--- config.mk ---
export PLATFORM = sky130hd
export DESIGN_NAME = reaction_ctrl_flat
export DESIGN_NICKNAME = d
export VERILOG_FILES = /design/src/rtl/reaction_ctrl_if.sv /design/src/rtl/reaction_ctrl.sv /design/src/flat_wrapper.sv
export SDC_FILE = /design/constraint.sdc
export NUM_CORES = 1
export LEC_CHECK = 0
export ABC_AREA = 1
export BUFFER_PORTS_ARGS = -buffer_cell sky130_fd_sc_hd__buf_2
export CORE_MARGIN = 3
export CORE_UTILIZATION = 25
export CTS_CLUSTER_SIZE = 8
export DETAILED_ROUTE_END_ITERATION = 12
export SYNTH_ARGS = -nofsm -noshare
export SYNTH_HDL_FRONTEND = slang
export SYNTH_SLANG_ARGS = --single-unit
--- constraint.sdc ---
create_clock -name clk -period 3.14 [get_ports clk]
set_clock_uncertainty 0.15 [all_clocks]
set_input_delay 0.314 -clock clk [delete_from_list [all_inputs] [get_ports clk]]
set_output_delay 0.314 -clock clk [all_outputs]
set_load 0.02 [all_outputs]
--- src/rtl/reaction_ctrl_if.sv ---
// reaction_ctrl_if: buttons, timer flags and result qualifiers of the reaction-time controller
interface reaction_ctrl_if;
  logic btn_start, btn_react;
  logic signal_start, signal_overflow, signal_cleared;
  logic [2:0] machine_state;
  logic [13:0] rand_num;
  logic led_go, too_early, result_valid, timeout;
  modport master (
    input btn_start, btn_react, signal_start, signal_overflow, signal_cleared,
    output machine_state, rand_num, led_go, too_early, result_valid, timeout
  );
  modport slave (
    output btn_start, btn_react, signal_start, signal_overflow, signal_cleared,
    input machine_state, rand_num, led_go, too_early, result_valid, timeout
  );
endinterface

--- src/rtl/reaction_ctrl.sv ---
// reaction_ctrl: debounced buttons, LFSR pre-start delay and round FSM of the reaction-time tester
module reaction_ctrl #(
  parameter logic [13:0] MIN_DELAY = 14'd1000,
  parameter int DEB_CYCLES = 16,
  parameter logic [11:0] LFSR_SEED = 12'hACE
) (
  input logic clk,
  input logic rst,
  reaction_ctrl_if.master bus
);
  typedef enum logic [2:0] {
    IDLE = 3'd0, WAIT = 3'd1, CLR_CNT1 = 3'd2, START = 3'd3,
    SHOW = 3'd4, CLR_CNT2 = 3'd5, EARLY = 3'd6, ILLEGAL = 3'd7
  } state_t;
  state_t st, nxt;
  logic [11:0] lfsr;
  logic [1:0] raw, press;
  assign raw = {bus.btn_react, bus.btn_start};
  // bit 0 = start button, bit 1 = react button
  for (genvar i = 0; i < 2; i++) begin : g_btn
    logic s1, s2, lvl, lvl_q;
    logic [7:0] cnt;
    always_ff @(posedge clk or posedge rst)
      if (rst) begin
        {s1, s2, lvl, lvl_q} <= '0;
        cnt <= '0;
      end else begin
        {s2, s1} <= {s1, raw[i]};
        lvl_q <= lvl;
        cnt <= (s2 == lvl || cnt == 8'(DEB_CYCLES)) ? 8'd0 : cnt + 8'd1;
        if (s2 != lvl && cnt == 8'(DEB_CYCLES)) lvl <= s2;
      end
    assign press[i] = lvl & ~lvl_q;
  end
  always_comb begin
    nxt = st;
    case (st)
      IDLE, SHOW, EARLY: nxt = press[0] ? CLR_CNT2 : st;
      WAIT: nxt = press[1] ? EARLY : bus.signal_start ? CLR_CNT1 : WAIT;
      CLR_CNT1: nxt = bus.signal_cleared ? START : CLR_CNT1;
      START: nxt = (bus.signal_overflow || press[1]) ? SHOW : START;
      CLR_CNT2: nxt = bus.signal_cleared ? WAIT : CLR_CNT2;
      default: nxt = IDLE;
    endcase
  end
  assign bus.machine_state = st;
  // qualifiers are decoded from nxt so they line up with machine_state
  always_ff @(posedge clk or posedge rst)
    if (rst) begin
      st <= IDLE;
      lfsr <= LFSR_SEED;
      bus.rand_num <= MIN_DELAY;
      bus.led_go <= 1'b0;
      bus.too_early <= 1'b0;
      bus.result_valid <= 1'b0;
      bus.timeout <= 1'b0;
    end else begin
      st <= nxt;
      lfsr <= {lfsr[10:0], lfsr[11] ^ lfsr[10] ^ lfsr[9] ^ lfsr[3]};
      if (nxt == CLR_CNT2 && st != CLR_CNT2) bus.rand_num <= MIN_DELAY + {2'b00, lfsr};
      bus.led_go <= nxt == START;
      bus.too_early <= nxt == EARLY;
      bus.result_valid <= nxt == SHOW;
      bus.timeout <= nxt == SHOW && (st == SHOW ? bus.timeout : bus.signal_overflow);
    end
endmodule
--- src/flat_wrapper.sv ---
// flat-port wrapper written by rule: the top's interface ports become plain ports
module reaction_ctrl_flat 
#(
  parameter logic [13:0] MIN_DELAY = 14'd1000,
  parameter int DEB_CYCLES = 16,
  parameter logic [11:0] LFSR_SEED = 12'hACE
)
  (clk, rst, bus_btn_start, bus_btn_react, bus_signal_start, bus_signal_overflow, bus_signal_cleared, bus_machine_state, bus_rand_num, bus_led_go, bus_too_early, bus_result_valid, bus_timeout);
  reaction_ctrl_if bus_i ();
  input logic clk;
  input logic rst;
  input wire logic [$bits(bus_i.btn_start)-1:0] bus_btn_start;
  input wire logic [$bits(bus_i.btn_react)-1:0] bus_btn_react;
  input wire logic [$bits(bus_i.signal_start)-1:0] bus_signal_start;
  input wire logic [$bits(bus_i.signal_overflow)-1:0] bus_signal_overflow;
  input wire logic [$bits(bus_i.signal_cleared)-1:0] bus_signal_cleared;
  output wire logic [$bits(bus_i.machine_state)-1:0] bus_machine_state;
  output wire logic [$bits(bus_i.rand_num)-1:0] bus_rand_num;
  output wire logic [$bits(bus_i.led_go)-1:0] bus_led_go;
  output wire logic [$bits(bus_i.too_early)-1:0] bus_too_early;
  output wire logic [$bits(bus_i.result_valid)-1:0] bus_result_valid;
  output wire logic [$bits(bus_i.timeout)-1:0] bus_timeout;
  assign bus_i.btn_start = bus_btn_start;
  assign bus_i.btn_react = bus_btn_react;
  assign bus_i.signal_start = bus_signal_start;
  assign bus_i.signal_overflow = bus_signal_overflow;
  assign bus_i.signal_cleared = bus_signal_cleared;
  assign bus_machine_state = bus_i.machine_state;
  assign bus_rand_num = bus_i.rand_num;
  assign bus_led_go = bus_i.led_go;
  assign bus_too_early = bus_i.too_early;
  assign bus_result_valid = bus_i.result_valid;
  assign bus_timeout = bus_i.timeout;
  reaction_ctrl #(.MIN_DELAY(MIN_DELAY), .DEB_CYCLES(DEB_CYCLES), .LFSR_SEED(LFSR_SEED)) u_core (.clk(clk), .rst(rst), .bus(bus_i));
endmodule
# --- After elaboration in Yosys (flattened, before gate mapping) ---
# Index checks and enable logic that the tools add are counted.
totals:
  regBits: 57
  inputBits: 7
op_classes:
  muxes: 10
  reduce_logical: 9
  bitwise: 7
  eq_ne: 17
  add_sub_neg: 3
ops:
  columns: ["operator", "n"]
  rows:
  - ["3-bit equality test, second input constant", 6]
  - ["8-bit by 1-bit adder with 8-bit output, second input constant", 2]
  - ["8-bit by 5-bit equality test with 1-bit output, second input constant", 2]
  - ["8-bit 2-to-1 mux", 2]
  - ["3-bit case mux with 5 select lines", 1]
  - ["10-bit by 12-bit adder with 13-bit output, first input constant", 1]
  - ["3-bit 2-to-1 mux", 4]
  - ["3-bit by 2-bit equality test with 1-bit output, second input constant", 3]
  - ["1-bit logical AND", 4]
  - ["3-bit by 1-bit equality test with 1-bit output, second input constant", 1]
  - ["3-bit zero test", 1]
  - ["1-bit logical OR", 3]
  - ["3-bit inequality test, second input constant", 1]
  - ["3-bit OR reduction", 1]
  - ["1-bit XOR", 3]
  - ["1-bit bitwise AND", 2]
  - ["1-bit equality test", 2]
  - ["1-bit 2-to-1 mux", 2]
  - ["2-bit 2-to-1 mux", 1]
  - ["1-bit inequality test", 2]
  - ["1-bit inverter", 2]

# --- Depth between registers and ports, before layout ---
# Gate-level depths: netlist of the first run.
logic_depth:
  ltp_word: 7
  mapped_depth: 8
  depth_no_buf: 8

# --- Worst setup path before layout of the first run ---
# No wires, ideal clock.
synth_timing:
  kind: "flip-flop to flip-flop"
  start: "reg u_core.lfsr[3]"
  end: "reg u_core.bus.rand_num[11]"
  setup_ns: 0.117
  path_buffers: 0
  period_less_slack_ns: 1.529
  stages_incl_launch_ff: 8
  path_slack_ns: 1.611
  arrival_time_ns: 1.262
  required_ns: 2.873
  cell_sequence: "dfstp_2 ha_1 nor3_1 nand3_1 nand2_1 nand2_1 nand3_1 nand2_1"
synth_between:
  elab_chain_cells: 1
synth_lines:
  columns: ["element", "line", "rtl"]
  rows:
  - ["start: declaration", "reaction_ctrl.sv:16", "logic [11:0] lfsr;"]
  - ["start signal: assignment", "reaction_ctrl.sv:59", "lfsr <= {lfsr[10:0], lfsr[11] ^ lfsr[10] ^ lfsr[9] ^ lfsr[3]};"]
  - ["10-bit by 12-bit adder with 13-bit output", "reaction_ctrl.sv:60", "if (nxt == CLR_CNT2 && st != CLR_CNT2) bus.rand_num <= MIN_DELAY + {2'b00, lfsr};"]
  - ["end signal: assignment", "reaction_ctrl.sv:60", null]
  - ["end: declaration", "reaction_ctrl_if.sv:10", "output machine_state, rand_num, led_go, too_early, result_valid, timeout"]
# No other way between the ends.
# A chain may end at the register's enable or synchronous reset.

# --- Worst setup path in the final report of the first run ---
# Same ends and word-level chain as after synthesis.

==> results of run 1 <==
==> logic make-up after synthesis <==
family,synth area share (%)
AO/OA/AOI/OAI,5.47
XOR/XNOR,1.81
adder cells (fa/ha/maj),3.10
buffers and inverters,7.33
flip-flops,58.5
other,0.155
AND/OR/NAND/NOR,23.6
==> worst paths after layout <==
path | end | slack (ns) | cells past startpoint
max | u_core.bus.rand_num[11] | 1.49 | 7
max reg2reg | u_core.bus.rand_num[11] | 1.49 | 7
min in group asynchronous | u_core.g_btn[1].cnt[5] | 0.39 | 3
min reg2reg | u_core.g_btn[0].s2 | 0.22 | 0
max in group asynchronous | u_core.bus.rand_num[9] | 1.60 | 4
min | u_core.bus.machine_state[1] | 0.21 | 5
==> critical path: cells and delay by family (launching register included) <==
kind,cells,cell delay (ns)
flops,1,0.40
simple gates,6,0.78
fa+ha+maj,1,0.22
==> power by group through the flow <==
stage | registers, mW | logic, mW | clock network (mW)
after floorplan | 0.827 | 0.119 | 0
after global placement | 0.801 | 0.202 | 0
after detailed placement | 0.802 | 0.205 | 0
after CTS | 0.789 | 0.208 | 0.464
after global routing | 0.795 | 0.230 | 0.492
final | 0.788 | 0.204 | 0.447
==> flip-flops by register name (all words and copies together) (netlist names), 2 cells and up <==
name	count
u_core.bus.rand_num	13
u_core.g_btn.cnt	16
u_core.bus.machine_state	3
u_core.g_btn.s2	2
u_core.g_btn.s1	2
u_core.g_btn.lvl_q	2
u_core.g_btn.lvl	2
u_core.lfsr	12
==> repair_timing <==
action / 4_1_cts / 5_1_grt
endpoints found under the setup margin: 0 / 0
hold endpoints to repair: 20 / 0
hold buffers: 3 / 0
==> metal layers <==
metal | track usage, % | up-vias | wire, µm | part of all wire (%)
li1 | - | 917 | - | -
met1 | 11.8 | 835 | 2290 | 52
met2 | 13.2 | 27 | 1930 | 43
met3 | 3.10 | 2 | 202 | 4.6
met4 | 1.99 | 0 | 19 | 0.43
met5 | 0 | - | 0 | 0
==> area by class of cell <==
| cell class | count | area [µm²] | area share (%) |
|---|---|---|---|
| Sequential cell | 56 | 1420 | 49.8 |
| Multi-Input combinational cell | 173 | 828 | 29.1 |
| Timing Repair Buffer | 30 | 168 | 5.89 |
| Inverter | 44 | 165 | 5.80 |
| Tap cell | 129 | 161 | 5.67 |
| Clock buffer | 7 | 97.6 | 3.43 |
| Clock inverter | 1 | 8.76 | 0.308 |
==> per-stage QoR <==
| stage | power [mW] | utilization (%) | cell area [µm²] | hold slack [ns] |
|---|---|---|---|---|
| finish | 1.44 | 30.5 | 2850 | 0.213 |
| global route | 1.52 | 30.5 | 2850 | 0.223 |
| CTS | 1.46 | 30.5 | 2850 | 0.216 |
| detailed placement | 1.01 | 29.1 | 2710 | 0.191 |
| global placement | 1.00 | 29.1 | 2710 | 0.188 |
| floorplan | 0.946 | - | 2420 | 0.181 |
==> layout by cell type, fill, tap and decap left out, types with 4 or more instances in the layout <==
| cell type | Yosys | routed |
|---|---|---|
| clkbuf_8 | 0 | 5 |
| dfrtp_1 | 43 | 43 |
| ha_1 | 6 | 6 |
| inv_1 | 41 | 40 |
| nand3_1 | 13 | 13 |
| nor3_1 | 6 | 6 |
| o21ai_0 | 19 | 19 |
| nand2_1 | 66 | 66 |
| buf_2 | 1 | 26 |
| inv_2 | 3 | 4 |
| nor2_1 | 41 | 41 |
| dfstp_2 | 13 | 13 |
| xor2_1 | 4 | 4 |
==> results.py, run 1 <==
metrics = {
    "synthesis": {
        "synth_seq_cells": 56,
        "synthMostInstantiatedCell": "nand2_1",
        "ys_async_sr_fraction_pct": 100,
        "synth-edff-count": 0,
        "synth_top_cell_by_area": "dfrtp_1",
        "synth_ff_type": "dfrtp_1",
        "syn-num-nets": 288,
        "netlist.area_leader.share_pct": 44.4,
        "ys_top_cells_by_count": "nand2_1 (66), dfrtp_1 (43), inv_1 (41), nor2_1 (41), o21ai_0 (19)",
        "synth_cell_types": 24,
        "syn_avg_cell_area_um2": 8.81,
        "ys_seq_area_share_pct": 58.5,
        "ys_warn_count": 0,
        "synthTopCellsByArea": "dfrtp_1 (44%), dfstp_2 (14%), nand2_1 (10%)",
        "synthCells": 275,
        "syn-cell-area_um2": 2420,
    },
    "setup_path": {
        "crit_path_end_kind": "flop",
        "crit_start": "u_core.lfsr[3]",
        "cpMostUsedCell": "nand2_1",
        "crit_chain": "ha_1 -> nor3_1 -> nand3_1 -> nand2_1 -> nand2_1 -> nand3_1 -> nand2_1",
        "startpoint_type": "flop",
        "r2r_start": "u_core.lfsr[3]",
        "slowest_delay_ns": 0.40,
        "critical_path_class": "reg2reg",
        "crit_arrival_ns": 1.71,
        "critical_path.max_fanout": 5,
        "required_ns": 3.20,
        "cp_slowest_cell": "dfstp_2",
    },
    "sta": {
        "fin_crit_sh_pct": 52.6,
        "fmaxAchievable_mhz": 605,
        "slew_headroom_pct": 60.3,
        "period_needed_ns": 1.65,
        "finalHoldViolations": 0,
        "tns_ns": 0,
        "setup_viol": 0,
        "worstMarginPinSlew_ns": 0.591,
        "drv_slew": 0,
        "setup_ws_ns": 1.49,
        "grt_setup_unrepaired": "false",
    },
    "clock_tree": {
        "post_cts_buffers": 0,
        "cts_buffers": 5,
        "cts-resized-gates": 0,
        "cts_tree": "yes",
        "ctsLongestPathBuffers": 2,
        "h-tree-depth": 2,
        "cts_root_buffer": "clkbuf_8",
        "clk_latency_ns": 0.31,
        "clk_pin_slew_worst_paths_ns": 0.10,
        "cts.sinks": 56,
    },
    "global_routing": {
        "overflow": 0,
        "grt_usage_pct": 8.67,
        "grt_pass1_wl_mm": 7.83,
        "antenna_found_initial": 0,
        "first_global_vias": 1715,
        "grt_max_degree": 39,
    },
    "route": {
        "wl_per_cell_um": 10.1,
        "drc": 0,
        "dr.first_iter.drc_count": 99,
        "viasPerCell": 4.05,
        "dr.pass1.iters": 4,
        "ant_nets": 0,
        "vias": 1781,
        "finalWirelength_mm": 4.44,
    },
    "power": {
        "p_int_mw": 1.03,
        "clkPwrFrac_pct": 31.1,
        "pwr_density_cell_nw_per_um2": 505,
        "leakagePower_nw": 1.43,
        "p_switching_uw": 411,
        "combPwrFrac_pct": 14.2,
        "switching_share_pct": 28.6,
        "ir_drop_mv": 0.197,
        "seq_power_share_pct": 54.8,
    },
    "hold_path": {
        "min_from": "bus_signal_start",
        "worstHoldPathType": "in2reg",
    },
    "run": {
        "maxCapViolCount": 0,
    },
    "place": {
        "place_congestion": 0.821,
        "io_buffer_count": 26,
        "place_hpwl_mm": 3.23,
        "dp_cells": 429,
        "preCtsSetupSlack_ns": 1.48,
    },
    "finish": {
        "layout-drive-gt1-share_pct": 18.3,
        "diodes": 0,
        "post_layout_nonfiller_instances": 440,
        "syn_to_final_growth_pct": 17.4,
        "fin_nets": 323,
        "fill_cells": 983,
    },
    "die": {
        "die-area_um2": 10900,
        "core-area_um2": 9330,
        "num_rows": 35,
        "start_util_pct": 26.0,
        "io_pins": 28,
        "die_w_um": 104,
        "dieHeight_um": 104,
    },
    "run_status": {
        "status": "finished, final reports clean",
    },
}
No activity file was read; power rests on OpenSTA's default activity.
==> inputs of run 2 (changes only) <==
==> constraint.sdc (replaced) <==
create_clock -name clk -period 1.3 [get_ports clk]
set_clock_uncertainty 0.15 [all_clocks]
set_input_delay 0.13 -clock clk [delete_from_list [all_inputs] [get_ports clk]]
set_output_delay 0.13 -clock clk [all_outputs]
set_load 0.02 [all_outputs]
==> run 2 against run 1 <==
Compared with the run above: the flow now finishes with violations (negative setup slack); sequential cell count unchanged; critical path depth is the same; combinational power grew to 3.1 times the previous value; power rose by 150%; via count is 7.4% higher; global-route usage rose by 0.38 points; final cell count rose by 5.7%; count of clock-buffer cells in the layout down 1; sequential share of layout area fell by 8.1 points; core utilization increased by 6.1 points; routed wire length rose by 15%; worst hold slack worse by 0.19 ns; critical path type unchanged; largest cell class unchanged; largest power group unchanged.
==> results.py, run 2 (synthesized netlist as in run 1, its figures left out) <==
metrics = {
    "clock_tree": {
        "cts_buffers": 5,
        "clk_latency_ns": 0.32,
        "clk_pin_slew_worst_paths_ns": 0.09,
        "cts.sinks": 56,
        "ctsLongestPathBuffers": 2,
        "h-tree-depth": 2,
        "cts_root_buffer": "clkbuf_8",
        "cts_tree": "yes",
    },
    "place": {
        "place_hpwl_mm": 3.41,
        "place_congestion": 0.834,
        "dp_cells": 446,
        "io_buffer_count": 26,
    },
    "setup_path": {
        "required_ns": 1.39,
        "r2r_start": "u_core.g_btn[1].cnt[0]",
        "critical_path.max_fanout": 4,
        "crit_arrival_ns": 1.49,
        "crit_path_end_kind": "flop",
        "worst_r2r_endpoint": "u_core.g_btn[1].cnt[6]",
        "crit_start": "u_core.g_btn[1].cnt[0]",
        "r2r_cells": 7,
        "startpoint_type": "flop",
        "critical_path_class": "reg2reg",
        "r2r_slack_ns": -0.09,
        "crit_end": "u_core.g_btn[1].cnt[6]",
    },
    "route": {
        "drc": 0,
        "viasPerCell": 4.11,
        "dr.first_iter.drc_count": 55,
        "finalWirelength_mm": 5.11,
        "maxUsedRoutingLayer": "met4",
        "dr.pass1.iters": 4,
        "route.met3.wl_um": 195,
        "ant_nets": 0,
        "vias": 1912,
        "wl_met1_mm": 2.42,
        "wl_per_cell_um": 11.0,
        "dr_wl_met2_mm": 2.44,
    },
    "finish": {
        "regMostFlops": "u_core.g_btn.cnt",
        "largest_register_ffs": 16,
        "syn_to_final_growth_pct": 40.8,
        "fin_nets": 348,
        "post_layout_nonfiller_instances": 465,
        "fin_util_pct": 36.6,
        "final_common_cell": "nand2_1",
        "final_cell_mix": "nand2_1 (50), dfrtp_1 (40), inv_1 (35)",
        "reg_top3": "u_core.g_btn.cnt x16, u_core.bus.rand_num x13, u_core.lfsr x12",
        "layout-drive-gt1-share_pct": 44.0,
        "diodes": 0,
    },
    "power": {
        "combPwrFrac_pct": 18.0,
        "switching_share_pct": 30.9,
        "p_int_mw": 2.45,
        "ir_drop_mv": 0.524,
        "p_switching_mw": 1.10,
        "power.total_mw": 3.55,
        "leakagePower_nw": 1.60,
        "clkPwrFrac_pct": 27.1,
        "seq_power_share_pct": 54.8,
        "pwr_density_cell_nw_per_um2": 1040,
    },
    "die": {
        "num_rows": 35,
        "core-area_um2": 9330,
        "io_pins": 28,
        "start_util_pct": 26.0,
        "dieHeight_um": 104,
        "die-area_um2": 10900,
        "die_w_um": 104,
    },
    "global_routing": {
        "overflow": 0,
        "grt_usage_pct": 9.05,
        "grt_pass1_wl_mm": 8.22,
        "first_global_vias": 1840,
        "antenna_found_initial": 0,
        "grt_max_degree": 27,
    },
    "hold_path": {
        "min_from": "bus_signal_start",
        "worstHoldPathType": "in2reg",
    },
    "run_status": {
        "status": "complete, but fails checks",
        "violations": "negative setup slack",
    },
    "sta": {
        "finalHoldViolations": 0,
        "drv_slew": 0,
        "setup_ws_ns": -0.0949,
        "fmaxAchievable_mhz": 717,
        "fin_crit_sh_pct": 107,
        "setup_viol": 32,
        "period_needed_ns": 1.39,
        "grt_setup_unrepaired": "true",
    },
    "run": {
        "maxCapViolCount": 0,
    },
}
## run 2: cell types whose count changed in the layout (fill, tap and decap cells not counted), sizes merged
cell      previous run  this run
buf                 27        50
clkinv               0         2
clkinvlp             0         2
inv                 45        43
## run 2: area by class of cell
cell class	count	area, µm²
clock buffers	6	72.6
clock inverters	2	16.3
fillers	955	5920
inverters	44	184
multi-input cells	173	1090
flip-flops and latches	56	1420
well taps	129	161
repair buffers	54	457
repair inverters	1	8.76
## run 2: how the worst min path moves through the flow
stage / slack, ns / cells past startpoint / to
6_report: 0.02 / 5 / u_core.bus.machine_state[1]
5_1_grt: 0.03 / 5 / u_core.bus.machine_state[1]
4_1_cts: 0.01 / 5 / u_core.bus.machine_state[1]
3_5_place_dp: -0.03 / 2 / u_core.bus.rand_num[10]
3_3_place_gp: -0.04 / 2 / u_core.bus.rand_num[10]
2_1_floorplan: 0.01 / 0 / u_core.g_btn[0].s1
## run 2: critical path: stages, from the launching register on
cell     delay (ns)
dfrtp_1        0.44
ha_2           0.20
nand2_1        0.06
inv_1          0.08
nand3_2        0.10
nor2_2         0.10
nand2_1        0.07
a21oi_2        0.12
## run 2: what timing repair did
item                                    4_1_cts  5_1_grt
endpoints found under the hold margin        51        0
resized for setup                            31       68
hold buffers                                  3        0
pin swaps                                    10       24
setup buffers                                 0        6
endpoints found under the setup margin       32       43
cloned                                        0        2
## run 2: layer usage
metal / vias up / global-route usage [%]
met5: - / 0
met4: 0 / 2.56
met3: 5 / 2.79
met2: 24 / 14.1
met1: 922 / 12.1
li1: 961 / -
## run 2: per-stage QoR
stage / worst slack, ns / setup TNS, ns / instance area (µm²) / hold WS [ns]
after floorplan: -0.0412 / -0.0412 / 2460 / 0.0114
final: -0.0949 / -1.88 / 3410 / 0.0233
after CTS: -0.0547 / -0.784 / 3110 / 0.0133
after global routing: -0.189 / -4.97 / 3410 / 0.0287
after detailed placement: -0.101 / -0.518 / 2900 / -0.0288
after global placement: -0.0758 / -0.226 / 2900 / -0.0372
## run 2: power by group through the flow
| stage | registers [mW] | logic (mW) | clock network (mW) |
|---|---|---|---|
| after floorplan | 2.01 | 0.297 | 0 |
| after CTS | 1.93 | 0.579 | 0.990 |
| final | 1.95 | 0.641 | 0.964 |
| after global placement | 1.95 | 0.526 | 0 |
| after detailed placement | 1.94 | 0.534 | 0 |
| after global routing | 1.96 | 0.722 | 1.08 |
